[src/rtl/demux_1x16_deser.sv]
// Serial-to-parallel deserializer: steers one bit per accepted beat into lane sel,
// hands completed words to a double-buffered holding register with valid/ready output.
module demux_1x16_deser #(
  parameter int DATA_WIDTH = 16,
  parameter int SEL_WIDTH  = 4
) (
  input  logic                  clk,
  input  logic                  rst,
  input  logic                  flush,
  input  logic                  d_in,
  input  logic                  in_valid,
  output logic                  in_ready,
  output logic [DATA_WIDTH-1:0] out_data,
  output logic                  out_valid,
  input  logic                  out_ready,
  output logic [SEL_WIDTH-1:0]  sel
);

  localparam logic [SEL_WIDTH-1:0] LAST_SEL = SEL_WIDTH'(DATA_WIDTH - 1);

  typedef enum logic [1:0] {
    EMPTY,
    COLLECT,
    COLLECT_FULL,
    STALL
  } ctrl_state_e;

  ctrl_state_e             ctrl_state;
  logic [SEL_WIDTH-1:0]    sel_q, sel_d;
  logic [DATA_WIDTH-1:0]   asm_q, asm_d;
  logic [DATA_WIDTH-1:0]   out_data_q, out_data_d;
  logic                    out_valid_q, out_valid_d;
  logic [DATA_WIDTH-1:0]   word_full;
  logic                    last_lane;
  logic                    accept;
  logic                    drain;

  // Control state is a pure decode of sel/out_valid; STALL also depends on out_ready.
  always_comb begin
    last_lane  = (sel_q == LAST_SEL);
    ctrl_state = COLLECT;
    if (out_valid_q) begin
      ctrl_state = (last_lane && !out_ready) ? STALL : COLLECT_FULL;
    end else if (sel_q == '0) begin
      ctrl_state = EMPTY;
    end
    in_ready = (ctrl_state != STALL);
  end

  always_comb begin
    accept      = in_valid && in_ready && !flush;
    drain       = out_valid_q && out_ready;
    sel_d       = sel_q;
    asm_d       = asm_q;
    out_data_d  = out_data_q;
    out_valid_d = out_valid_q;
    word_full   = asm_q;
    word_full[sel_q] = d_in;

    if (flush) begin
      sel_d = '0;
      asm_d = '0;
    end else if (accept) begin
      if (last_lane) begin
        sel_d = '0;
        asm_d = '0;
      end else begin
        sel_d = sel_q + SEL_WIDTH'(1);
        asm_d = word_full;
      end
    end

    // in_ready guarantees the holding register is free or draining when a word completes.
    if (accept && last_lane) begin
      out_data_d  = word_full;
      out_valid_d = 1'b1;
    end else if (drain) begin
      out_valid_d = 1'b0;
    end
  end

  always_ff @(posedge clk or posedge rst) begin
    if (rst) begin
      sel_q       <= '0;
      asm_q       <= '0;
      out_data_q  <= '0;
      out_valid_q <= 1'b0;
    end else begin
      sel_q       <= sel_d;
      asm_q       <= asm_d;
      out_data_q  <= out_data_d;
      out_valid_q <= out_valid_d;
    end
  end

  assign sel       = sel_q;
  assign out_data  = out_data_q;
  assign out_valid = out_valid_q;

endmodule

[config.mk]
export PLATFORM = sky130hd
export DESIGN_NAME = demux_1x16_deser
export DESIGN_NICKNAME = d
export VERILOG_FILES = /design/src/rtl/demux_1x16_deser.sv
export SDC_FILE = /design/constraint.sdc
export NUM_CORES = 1
export LEC_CHECK = 0
export ABC_AREA = 1
export BUFFER_PORTS_ARGS = -buffer_cell sky130_fd_sc_hd__buf_2
export CORE_ASPECT_RATIO = 1.1
export CORE_MARGIN = 2
export CORE_UTILIZATION = 45
export DETAILED_ROUTE_END_ITERATION = 8
export HOLD_SLACK_MARGIN = 0.05
export PLACE_DENSITY = 0.71
export SKIP_CTS_REPAIR_TIMING = 1
export SLEW_MARGIN = 20
export SYNTH_ARGS = -nofsm -noshare
export SYNTH_HDL_FRONTEND = slang
export SYNTH_SLANG_ARGS = --single-unit
[constraint.sdc]
create_clock -name clk -period 3.75 [get_ports clk]
set_input_delay 0.1875 -clock clk [delete_from_list [all_inputs] [get_ports clk]]
set_output_delay 0.1875 -clock clk [all_outputs]
set_load 0.01 [all_outputs]
**Yosys cells after proc, flatten, opt, wreduce, memory -nomap -nowiden**

Index checks and enable logic that the tools add are counted.

- Add/sub/neg operators: 1
- $lt $le $gt $ge: 2
- Equality and inequality tests: 2
- Muxes and demuxes: 14
- Reductions and logical operators: 11

Operators by type and width:

| kind | count |
|---|---|
| 16-bit two-way mux | 3 |
| 16-bit bitwise mux | 1 |
| 4-bit two-way mux | 3 |
| 1-bit logical AND | 6 |
| 4-bit by 5-bit < comparator with 1-bit output, second input constant | 1 |
| 1-bit two-way mux | 5 |
| 4-bit by 1-bit adder with 4-bit output, second input constant | 1 |
| 1-bit demux with 4-bit select | 1 |
| 4-bit equality test, second input constant | 1 |
| 4-bit by 1-bit greater-or-equal comparator with 1-bit output, second input constant | 1 |
| 4-bit zero test | 1 |
| 2-bit nonzero test | 2 |
| 1-bit zero test | 2 |
| 2-bit two-way mux | 1 |
| 2-bit != test, second input constant | 1 |

- Register bits after elaboration: 37
- Bits of input ports: 6
- Output and inout port bits: 22
- Logic and storage cells: 34

**Logic depth before layout (Yosys ltp)**

- Depth in word-level cells: 9
- Depth in mapped cells: 8
- Depth with buffers taken out: 7

**Worst setup path before layout**

Ideal clock, no wire load.

- Path kind: reg-to-reg
- From: register sel_q[0], in the netlist sel[0]
- To: register out_data_q[0], in the netlist out_data[0]
- Library setup time: 0.117 ns
- Data arrival time: 1.365 ns
- Data required time: 3.633 ns
- Setup slack: 2.268 ns
- Cell stages (with the launch flop): 8
- Buffers on the path: 1
- Clock period less this slack: 1.482 ns
- Path through: dfrtp_1 > ha_1 > inv_2 > nor2_4 > nand4_4 > buf_2 > nand2_1 > nand2_1

- Cells in the longest elaborated chain, start to end: 8
- Elaborated cells between the ends (all ways): 16

RTL lines:

| item | line | source |
|---|---|---|
| from (decl) | 29 | `logic [SEL_WIDTH-1:0] sel_q, sel_d;` |
| from (signal assigned) | 89 | `sel_q <= sel_d;` |
| branches (longest 8 deep; another with 4-bit by 5-bit < comparator with 1-bit output) | - |  |
| to (signal assigned) | 91 | `out_data_q <= out_data_d;` |
| to (decl) | 31 | `logic [DATA_WIDTH-1:0] out_data_q, out_data_d;` |

Parallel ways; which one is timed is not known.
A chain may end at the register's enable or synchronous reset.

**Worst setup path after layout**

- From: register sel_q[0], in the netlist sel[0]
- To: register out_data_q[7], in the netlist out_data[7]

The elaborated chain is that of the path after synthesis.

==> summary.md <==
| Metric | Value |
|---|---|
| Status | finished, final reports clean |
| Post-synth top flop | dfrtp_1 |
| Mapped Avg Cell Area | ~8 sq um |
| Crit path from | sel[0]$_DFFE_PP0P_ |
| ANT cells | 0 |
| Unrepaired setup endpoints after global routing | false |
| Reported leakage power | about 1.2 nW |
| Clk buf depth | 2 |
| Yosys top cell area share | around 50% |
| Final Max Tran Viols | 0 |
| DPL Wire Length | 2.486 mm |
| DRT iter0 DRCs | 50 |
| Largest net degree at the start of global routing | 37 |
| Design area | around 2100 sq um |
| Hold path start | in_valid |
| Core Area | approximately 3900 sq um |
| Post-Place Worst Slack | approximately 1.8 ns |
| Die W | roughly 64 um |
| Hold Path Sink | sel[2]$_DFFE_PP0P_ |
| Worst EP required | approximately 4.0 ns |
| Fraction of layout cells with a size suffix above 1 | approximately 16% |
| First-pass GRT wire length | around 6.7 mm |
| Pwr Density | about 390 nW/um^2 |
| Ys async rst share | between 90% and 100% |
| Netlist cell types | 19 |
| Setup TNS | 0 ns |
| Tcrit/Tclk final | between 40% and 50% |
| Worst Skew | 0.007245 ns |
| Worst skew pair latency | a little under 0.3 ns |
| Hold Vio Cnt, Final | 0 |
| Measured slew at the worst slew-check pin | just under 0.7 ns |
| Placed cell areas | approximately 2000 sq um |
| Register area share after synthesis | between 50% and 60% |
| I/O Buffers | 27 |
| DRC violations left | 0 |
| Wirelength per Cell | 12.23 um |
| EDFF count, synth | 0 |
| DR pass1 iterations | 4 |
| Reg2reg end | out_data[7]$_DFFE_PP0P_ |
| Reg clk slew, reported paths | ~0.07 ns |
| Worst Setup Start Kind | register |
| # setup viols final | 0 |
| Mapped Nets | between 200 and 250 |
| Footprint of the multi-input gates | about 790 sq um |
| Synthesized flop and latch total | 36 |
| Antenna violations before repair | 0 |
| GP Congestion | between 0.8 and 0.9 |
| Gr ovfl total | 0 |
| Maxcap violations | 0 |
| Seq. cell area | between 900 and 1000 sq um |
| Setup WS post-layout | 1.940 ns |
| Num CTS Buffers | 5 |
| Peak supply drop | about 0.22 mV |
| Total track usage | between 10% and 20% |
| Routed via count | roughly 1500 |
| Rows | 24 |
| Crit. End Element | register |
| Most frequent cell after synthesis | nand2_1 |
| Core Util, Final | between 50% and 60% |
| Synth Instances | between 200 and 250 |
| Routed WL | between 3 and 4 mm |
| Synth Warn # | 0 |
| Crit path DAT | between 2 and 2.5 ns |
| Area Overhead vs Synth | 16.18% |
| Hold WC Path Type | in2reg |
| R2r startpoint | sel[0]$_DFFE_PP0P_ |
| Number of global-route vias before repair | 1458 |
| Top cells by count, synth | 106 x nand2_1, 36 x dfrtp_1, 34 x nand3_1 |
| Clock H-tree levels | 2 |
| Mapped cell area | 1794 sq um |
| Clk sink count | 36 |
| Worst R2R Path Depth | 7 |
| Worst slew margin | between 50% and 60% |
| Nets | 266 |
| Max frequency | roughly 0.55 GHz |
| Min cycle time layout | between 1.5 and 2 ns |
| Top cells by area, synth | dfrtp_1 50%, nand2_1 22%, nand3_1 9.5% |
| Initial Util | 45.96% |
| Vias per cell | 4.812 |
| R2r setup slk | slightly below 2 ns |
| CP Class | reg2reg |
| Die Ht | between 70 and 80 um |
| Post-route antenna net violation count | 0 |
| Hold Crit Depth | 5 |
| Synth area leader | dfrtp_1 |
| Fill cells | 398 |
| Critical path fanouts, max | 19 |
| Root Buffer | clkbuf_8 |
| CTS tree | built |
| Die area | about 4500 sq um |
| I/O pins | 28 |
## worst max path at each step
stage	depth (start not counted)	slack, ns	to
floorplan	7	2.27	out_data[0]$_DFFE_PP0P_
global placement	6	1.88	out_data[10]$_DFFE_PP0P_
detailed placement	6	1.82	out_data[8]$_DFFE_PP0P_
CTS	7	1.93	out_data[7]$_DFFE_PP0P_
global route	7	1.75	out_data[0]$_DFFE_PP0P_
finish	7	1.94	out_data[7]$_DFFE_PP0P_
## cell usage in the layout (no fill, tap or decap), drive strengths merged
cell           n
dfrtp         36
inv           12
bufinv         1
nand3         35
nand4          1
nand2        106
a21oi          1
dlygate4sd3    1
clkbuf         7
buf           28
o21ai         17
xor2           1
ha             4
nor2           5
clkinv         2
## stage by stage
| step | total power, mW | std cells | hold WS, ns |
|---|---|---|---|
| after floorplan | 0.4365 | 229 | 0.3545 |
| after global placement | 0.4513 | 300 | 0.3143 |
| after detailed placement | 0.4519 | 300 | 0.3190 |
| after CTS | 0.8250 | 308 | 0.002061 |
| after global routing | 0.8454 | 309 | 0.3488 |
| final | 0.8197 | 309 | 0.3192 |
## worst max-delay path, cell delays in order, from the launching register on
cell and delay (ns):
dfrtp_1 0.44, ha_1 0.36, inv_2 0.09, nor2_4 0.13, nand4_4 0.26, clkinv_2 0.30, nand2_1 0.09, nand2_1 0.06
## metal layers
layer	track usage, %	vias up	wire (um)
li1	-	781	-
met1	25.96	673	1858
met2	29.28	24	1712
met3	4.348	9	123
met4	7.801	0	83
met5	0	-	0
## logic make-up after synthesis
family,count (synthesis),share of synthesized area [%]
simple gates,147,34.87
xor+xnor,1,0.4882
flops,36,50.21
buf+inv,23,5.996
fa+ha+maj,4,2.790
compound gates,18,5.649
## layout make-up
| class | count | area share [%] |
|---|---|---|
| Sequential cell | 36 | 43.22 |
| Timing Repair Buffer | 29 | 7.323 |
| Clock buffer | 7 | 4.622 |
| Inverter | 14 | 2.581 |
| Tap cell | 52 | 3.121 |
| Clock inverter | 1 | 1.441 |
| Multi-Input combinational cell | 170 | 37.70 |
## state kept, by name, summed over array words and instances (netlist names)
| register | count |
|---|---|
| out_data | 16 |
| out_valid | 1 |
| sel | 4 |
| asm_q | 15 |
## where the power goes
group | internal, mW | switching, mW | total (mW)
Combinational | 0.0127 | 0.0363 | 0.0491
Clock | 0.235 | 0.140 | 0.375
Sequential | 0.391 | 0.00443 | 0.396
Total | 0.639 | 0.181 | 0.820
Note: power is estimated with default switching activity, not from simulation.
